## config.mk

```make
export PLATFORM = sky130hd
export DESIGN_NAME = mem_access_unit_flat
export DESIGN_NICKNAME = d
export VERILOG_FILES = /design/src/rtl/mem_pkg.sv /design/src/rtl/mem_access_unit_if.sv /design/src/rtl/mem_access_unit_load_extender.sv /design/src/rtl/mem_access_unit.sv /design/src/flat_wrapper.sv
export SDC_FILE = /design/constraint.sdc
export NUM_CORES = 1
export LEC_CHECK = 0
export BUFFER_PORTS_ARGS = -buffer_cell sky130_fd_sc_hd__buf_2
export CORE_MARGIN = 1
export CORE_UTILIZATION = 48
export CTS_BUF_LIST = sky130_fd_sc_hd__clkbuf_16
export CTS_CLUSTER_SIZE = 14
export DETAILED_ROUTE_END_ITERATION = 8
export GPL_TIMING_DRIVEN = 0
export PLACE_DENSITY = 0.81
export SETUP_SLACK_MARGIN = 0.1
export SYNTH_ARGS = -nofsm -noshare
export SYNTH_HDL_FRONTEND = slang
export SYNTH_SLANG_ARGS = --single-unit
export TNS_END_PERCENT = 30
```

## constraint.sdc

```tcl
create_clock -name clock -period 1.9 [get_ports clock]
set_input_delay 0.38 -clock clock [delete_from_list [all_inputs] [get_ports clock]]
set_output_delay 0.38 -clock clock [all_outputs]
set_load 0.02 [all_outputs]
```

## src/rtl/mem_pkg.sv

```systemverilog
// Shared definitions for mem_access_unit: access-size encodings, FSM states, size helper.
package mem_pkg;

  typedef enum logic [1:0] {
    SIZE_B = 2'b00,
    SIZE_H = 2'b01,
    SIZE_W = 2'b10,
    SIZE_D = 2'b11
  } size_e;

  typedef enum logic [1:0] {
    IDLE,
    ACCESS,
    RESP
  } state_e;

  function automatic logic [3:0] size_bytes(input logic [1:0] size);
    return 4'd1 << size;
  endfunction

endpackage

```

## src/rtl/mem_access_unit_if.sv

```systemverilog
// Request/response handshake plus RAM strobe bus of mem_access_unit.
interface mem_access_unit_if #(
  parameter int DATA_WIDTH = 64,
  parameter int ADDR_WIDTH = 16
);
  logic                  req_valid;
  logic                  req_ready;
  logic                  req_write;
  logic [1:0]            req_size;
  logic                  req_signed;
  logic [ADDR_WIDTH-1:0] req_addr;
  logic [DATA_WIDTH-1:0] req_wdata;
  logic                  resp_valid;
  logic [DATA_WIDTH-1:0] resp_rdata;
  logic                  resp_fault;
  logic                  mem_cs;
  logic                  mem_we;
  logic                  mem_oe;
  logic [ADDR_WIDTH-1:0] mem_addr;
  logic [1:0]            mem_size;
  logic [DATA_WIDTH-1:0] mem_wdata;
  logic [DATA_WIDTH-1:0] mem_rdata;
  logic                  busy;

  modport master (
    output req_valid, req_write, req_size, req_signed, req_addr, req_wdata, mem_rdata,
    input  req_ready, resp_valid, resp_rdata, resp_fault,
           mem_cs, mem_we, mem_oe, mem_addr, mem_size, mem_wdata, busy
  );

  modport slave (
    input  req_valid, req_write, req_size, req_signed, req_addr, req_wdata, mem_rdata,
    output req_ready, resp_valid, resp_rdata, resp_fault,
           mem_cs, mem_we, mem_oe, mem_addr, mem_size, mem_wdata, busy
  );
endinterface

```

## src/rtl/mem_access_unit_load_extender.sv

```systemverilog
// Combinational load-data extension: keep the low 8/16/32/64 bits, zero- or sign-fill above.
module load_extender
  import mem_pkg::*;
#(
  parameter int DATA_WIDTH = 64
) (
  input  logic [DATA_WIDTH-1:0] data,
  input  logic [1:0]            size,
  input  logic                  is_signed,
  output logic [DATA_WIDTH-1:0] ext
);

  always_comb begin
    ext = data;
    unique case (size)
      SIZE_B:  ext = {{(DATA_WIDTH-8){is_signed & data[7]}}, data[7:0]};
      SIZE_H:  ext = {{(DATA_WIDTH-16){is_signed & data[15]}}, data[15:0]};
      SIZE_W:  ext = {{(DATA_WIDTH-32){is_signed & data[31]}}, data[31:0]};
      default: ext = data;
    endcase
  end

endmodule

```

## src/rtl/mem_access_unit.sv

```systemverilog
// Single-outstanding load/store unit driving a wait-stated RAM strobe bus.
// MEM_ALIGN_CHECK_EN: fault misaligned requests instead of aligning the address down.
module mem_access_unit
  import mem_pkg::*;
#(
  parameter int DATA_WIDTH  = 64,
  parameter int ADDR_WIDTH  = 16,
  parameter int WAIT_STATES = 1
) (
  input logic              clock,
  input logic              reset,
  mem_access_unit_if.slave bus
);

  state_e                state_q, state_d;
  logic [2:0]            cnt_q;
  logic                  wr_q, sgn_q, fault_q;
  size_e                 size_q;
  logic [ADDR_WIDTH-1:0] addr_q;
  logic [DATA_WIDTH-1:0] wdata_q, rdata_q, ext_data;
  logic [ADDR_WIDTH-1:0] lsb_mask;
  logic                  accept, misaligned, access_last;

  assign lsb_mask    = ADDR_WIDTH'(size_bytes(bus.req_size) - 4'd1);
  assign accept      = bus.req_valid && (state_q == IDLE);
  assign access_last = (state_q == ACCESS) && (cnt_q == '0);

`ifdef MEM_ALIGN_CHECK_EN
  assign misaligned = |(bus.req_addr & lsb_mask);
`else
  assign misaligned = 1'b0;
`endif

  load_extender #(.DATA_WIDTH(DATA_WIDTH)) u_ext (
    .data      (bus.mem_rdata),
    .size      (size_q),
    .is_signed (sgn_q),
    .ext       (ext_data)
  );

  always_ff @(posedge clock or negedge reset) begin
    if (!reset) state_q <= IDLE;
    else        state_q <= state_d;
  end

  always_comb begin
    state_d        = state_q;
    bus.req_ready  = 1'b0;
    bus.busy       = 1'b1;
    bus.resp_valid = 1'b0;
    bus.resp_fault = 1'b0;
    bus.mem_cs     = 1'b0;
    bus.mem_we     = 1'b0;
    bus.mem_oe     = 1'b0;
    bus.mem_addr   = '0;
    bus.mem_size   = '0;
    bus.mem_wdata  = '0;
    unique case (state_q)
      IDLE: begin
        bus.req_ready = 1'b1;
        bus.busy      = 1'b0;
        if (accept) state_d = misaligned ? RESP : ACCESS;
      end
      ACCESS: begin
        bus.mem_cs    = 1'b1;
        bus.mem_we    = wr_q;
        bus.mem_oe    = !wr_q;
        bus.mem_addr  = addr_q;
        bus.mem_size  = size_q;
        bus.mem_wdata = wdata_q;
        if (cnt_q == '0) state_d = RESP;
      end
      RESP: begin
        bus.resp_valid = 1'b1;
        bus.resp_fault = fault_q;
        state_d        = IDLE;
      end
      default: state_d = IDLE;
    endcase
  end

  // Load data is extended on the way in, so resp_rdata simply holds until the next response.
  always_ff @(posedge clock or negedge reset) begin
    if (!reset) begin
      cnt_q   <= '0;
      wr_q    <= 1'b0;
      sgn_q   <= 1'b0;
      fault_q <= 1'b0;
      size_q  <= SIZE_B;
      addr_q  <= '0;
      wdata_q <= '0;
      rdata_q <= '0;
    end else begin
      if (accept) begin
        cnt_q   <= 3'(WAIT_STATES);
        wr_q    <= bus.req_write;
        sgn_q   <= bus.req_signed;
        fault_q <= misaligned;
        size_q  <= size_e'(bus.req_size);
        addr_q  <= bus.req_addr & ~lsb_mask;
        wdata_q <= bus.req_wdata;
      end else if ((state_q == ACCESS) && (cnt_q != '0)) begin
        cnt_q <= cnt_q - 3'd1;
      end
      if (access_last)                rdata_q <= wr_q ? '0 : ext_data;
      else if (accept && misaligned)  rdata_q <= '0;
    end
  end

  assign bus.resp_rdata = rdata_q;

endmodule

```

## src/flat_wrapper.sv

```systemverilog
// flat-port wrapper written by rule: the top's interface ports become plain ports
module mem_access_unit_flat import mem_pkg::*;
#(
  parameter int DATA_WIDTH  = 64,
  parameter int ADDR_WIDTH  = 16,
  parameter int WAIT_STATES = 1
)
  (clock, reset, bus_req_valid, bus_req_write, bus_req_size, bus_req_signed, bus_req_addr, bus_req_wdata, bus_mem_rdata, bus_req_ready, bus_resp_valid, bus_resp_rdata, bus_resp_fault, bus_mem_cs, bus_mem_we, bus_mem_oe, bus_mem_addr, bus_mem_size, bus_mem_wdata, bus_busy);
  mem_access_unit_if #(.DATA_WIDTH(DATA_WIDTH), .ADDR_WIDTH(ADDR_WIDTH)) bus_i ();
  input logic clock;
  input logic reset;
  input wire logic [$bits(bus_i.req_valid)-1:0] bus_req_valid;
  input wire logic [$bits(bus_i.req_write)-1:0] bus_req_write;
  input wire logic [$bits(bus_i.req_size)-1:0] bus_req_size;
  input wire logic [$bits(bus_i.req_signed)-1:0] bus_req_signed;
  input wire logic [$bits(bus_i.req_addr)-1:0] bus_req_addr;
  input wire logic [$bits(bus_i.req_wdata)-1:0] bus_req_wdata;
  input wire logic [$bits(bus_i.mem_rdata)-1:0] bus_mem_rdata;
  output wire logic [$bits(bus_i.req_ready)-1:0] bus_req_ready;
  output wire logic [$bits(bus_i.resp_valid)-1:0] bus_resp_valid;
  output wire logic [$bits(bus_i.resp_rdata)-1:0] bus_resp_rdata;
  output wire logic [$bits(bus_i.resp_fault)-1:0] bus_resp_fault;
  output wire logic [$bits(bus_i.mem_cs)-1:0] bus_mem_cs;
  output wire logic [$bits(bus_i.mem_we)-1:0] bus_mem_we;
  output wire logic [$bits(bus_i.mem_oe)-1:0] bus_mem_oe;
  output wire logic [$bits(bus_i.mem_addr)-1:0] bus_mem_addr;
  output wire logic [$bits(bus_i.mem_size)-1:0] bus_mem_size;
  output wire logic [$bits(bus_i.mem_wdata)-1:0] bus_mem_wdata;
  output wire logic [$bits(bus_i.busy)-1:0] bus_busy;
  assign bus_i.req_valid = bus_req_valid;
  assign bus_i.req_write = bus_req_write;
  assign bus_i.req_size = bus_req_size;
  assign bus_i.req_signed = bus_req_signed;
  assign bus_i.req_addr = bus_req_addr;
  assign bus_i.req_wdata = bus_req_wdata;
  assign bus_i.mem_rdata = bus_mem_rdata;
  assign bus_req_ready = bus_i.req_ready;
  assign bus_resp_valid = bus_i.resp_valid;
  assign bus_resp_rdata = bus_i.resp_rdata;
  assign bus_resp_fault = bus_i.resp_fault;
  assign bus_mem_cs = bus_i.mem_cs;
  assign bus_mem_we = bus_i.mem_we;
  assign bus_mem_oe = bus_i.mem_oe;
  assign bus_mem_addr = bus_i.mem_addr;
  assign bus_mem_size = bus_i.mem_size;
  assign bus_mem_wdata = bus_i.mem_wdata;
  assign bus_busy = bus_i.busy;
  mem_access_unit #(.DATA_WIDTH(DATA_WIDTH), .ADDR_WIDTH(ADDR_WIDTH), .WAIT_STATES(WAIT_STATES)) u_core (.clock(clock), .reset(reset), .bus(bus_i));
endmodule
```

==> flow_metrics.tcl <==
set metrics [dict create \
    ir_worst_vdd_mv 1.08 \
    tightest_slew_ns 0.769 \
    first_iter_violations 387 \
    routabilityCongestion 0.857 \
    initial_utilization_pct 49.6 \
    vias 6640 \
    ctsHoldBuffers 0 \
    syn_inst 746 \
    crit_path_end_kind "output pin" \
    worst-endpoint-arrival_ns 1.64 \
    die_w_um 122 \
    rsz0062_at_grt "yes" \
    num_rows 43 \
    die_h_um 122 \
    grt_overflow 0 \
    total_power_mw 18.8 \
    cts_tree "built" \
    drive_gt1_share_pct 43.2 \
    antenna_found_initial 1 \
    area_growth_pct 44.8 \
    layout_common_cells "nand2_1, buf_2, dfrtp_1" \
    clk_path_buf_depth 2 \
    grt_pass1_vias 6306 \
    hold_path.class "input pin to asynchronous set/reset pin" \
    finalHoldViolations 12 \
    finalSetupViolations 79 \
    status "finished, violations left" \
    ys_types 29 \
    syn_avg_cell_area_um2 9.30 \
    clock_latency_ns 0.43 \
    fin_crit_ns 2.02 \
    slew_headroom_pct 48.7 \
    dpl_worst_slack_ns -0.172 \
    wirelength_mm 22.3 \
    period_share_pct 106 \
    grt_usage_pct 28.1 \
    critPathKind "flop to output pin" \
    crit_path_start_kind "flop" \
    yosysWarnings 0 \
    tns_ns -5.68 \
    drc 0 \
    syn_area_um2 6940 \
    worstPathRequired_ns 1.52 \
    place_area_um2 8710 \
    finClkSkew_ns 0.0108 \
    numCtsBuffers 17 \
    dieArea_um2 14900 \
    htree_levels 4 \
    drv_slew 0 \
    final_area_um2 10000 \
    drv_cap 0 \
    ys_ff_latch 153 \
    ys_seq_area_share_pct 55.2 \
    utilization_pct 71.8 \
    worst_slack_ns -0.119 \
    powerDensity_nw_per_um2 1870 \
    layout.cells.non_filler 1268 \
    core_area_um2 14000 \
    final_common_cell "nand2_1" \
    p_leak_nw 5.49 \
    nets 1232 \
    holdWs_ns -0.0172 \
    violations "negative hold slack, negative setup slack" \
    grt_pass1_wl_mm 31.9 \
    root_buffer "clkbuf_16" \
    wl_per_cell_um 17.6 \
    synth_fp_nets 900 \
    clk_pin_slew_worst_paths_ns 0.06 \
    insertedDiodeCount 0 \
    dp_hpwl_mm 14.5 \
    io_buffers 302 \
    max_freq_mhz 495 \
    dp_cells 1229 \
    firstDrtPassIters 4 \
    io_pins 304 \
    crit_fanout 6 \
    ant_nets 0 \
    vias_per_cell 5.24 \
    clock-sinks 153 \
    grt_max_degree 82 \
]
==> worst max-delay path, stage by stage, from the launching register on <==
cell and delay, ns:
dfrtp_1 0.39, nand2b_4 0.18, inv_8 0.09, buf_12 0.15, clkbuf_16 0.15, and2_4 0.15
buf_6 0.11
==> power by group <==
part	switching, mW	leakage [nW]	internal, mW
logic	5.64	3.25	4.47
registers	0.782	1.96	4.60
clock network	1.30	0.278	2.02
==> area by class of cell <==
cell class | count | area (µm²)
plain buffers | 58 | 413
clock buffers | 17 | 425
clock inverters | 12 | 136
fillers | 1032 | 3940
inverters | 9 | 41.3
multi-input cells | 526 | 2910
flip-flops and latches | 153 | 3830
well taps | 180 | 225
repair buffers | 313 | 2060
==> registers in the layout (all words and copies together) (netlist names) <==
name / count
u_core.cnt_q: 3
u_core.sgn_q: 1
u_core.bus.resp_rdata: 64
u_core.addr_q: 16
u_core.wdata_q: 64
u_core.wr_q: 1
u_core.size_q: 2
u_core.state_q: 2
==> routing by layer <==
| layer | track usage (%) | share of wire [%] | vias up |
|---|---|---|---|
| met1 | 34.8 | 40 | 3196 |
| met3 | 7.34 | 6.3 | 74 |
| li1 | - | - | 3095 |
| met2 | 46.3 | 50 | 273 |
| met5 | 0 | 0.045 | - |
| met4 | 12.0 | 3.8 | 2 |
==> worst paths after layout <==
check                                       start                   endpoint  slack (ns)  depth (start not counted)
worst max-delay path            u_core.state_q[1]           bus_mem_wdata[7]       -0.12                          6
worst min-delay path                        reset         u_core.wdata_q[34]       -0.02                          1
worst max register to register  u_core.state_q[1]         u_core.wdata_q[27]        0.15                          7
worst min register to register   u_core.addr_q[1]           u_core.addr_q[1]        0.46                          2
max in group asynchronous                   reset  u_core.bus.resp_rdata[15]        1.09                          2
min in group clock              bus_req_wdata[14]         u_core.wdata_q[14]        0.14                          3
==> cell families (layout without fill, tap and decap cells) <==
group / after synthesis / after routing / synth area share (%)
flops: 153 / 153 / 55.2
simple gates: 422 / 422 / 28.3
buf+inv: 67 / 409 / 4.85
fa+ha+maj: 3 / 3 / 0.541
mux: 1 / 1 / 0.144
compound gates: 99 / 99 / 10.9
other cells: 1 / 1 / 0.0541
==> synth_stat cells <==
library cell,n,share of area [%]
nor2b_1,2,0.18
nor2_1,5,0.27
conb_1,1,0.054
buf_4,6,0.65
buf_6,5,0.81
o211ai_2,1,0.18
nand4bb_1,2,0.32
nor3b_2,1,0.18
a21oi_1,3,0.22
mux2i_1,1,0.14
o31ai_1,1,0.11
a32o_1,32,4.6
nand2b_1,13,1.2
o21ai_0,37,2.7
or3b_1,1,0.13
dfrtp_1,153,55
clkbuf_2,5,0.36
or2_2,33,3.0
clkbuf_1,25,1.4
a311oi_1,1,0.13
a22o_1,24,3.0
buf_2,15,1.1
and2_1,81,7.3
ha_1,3,0.54
nand2_1,266,14
or4_1,1,0.11
inv_1,9,0.49
nand3_1,17,1.2
buf_1,2,0.11
==> timing repair <==
item	4_1_cts	5_1_grt
setup endpoints to repair	88	193
cloned	2	4
pin swaps	5	26
buffers inserted	3	1
resized for setup	133	103
(Power assumes the default switching activity.)
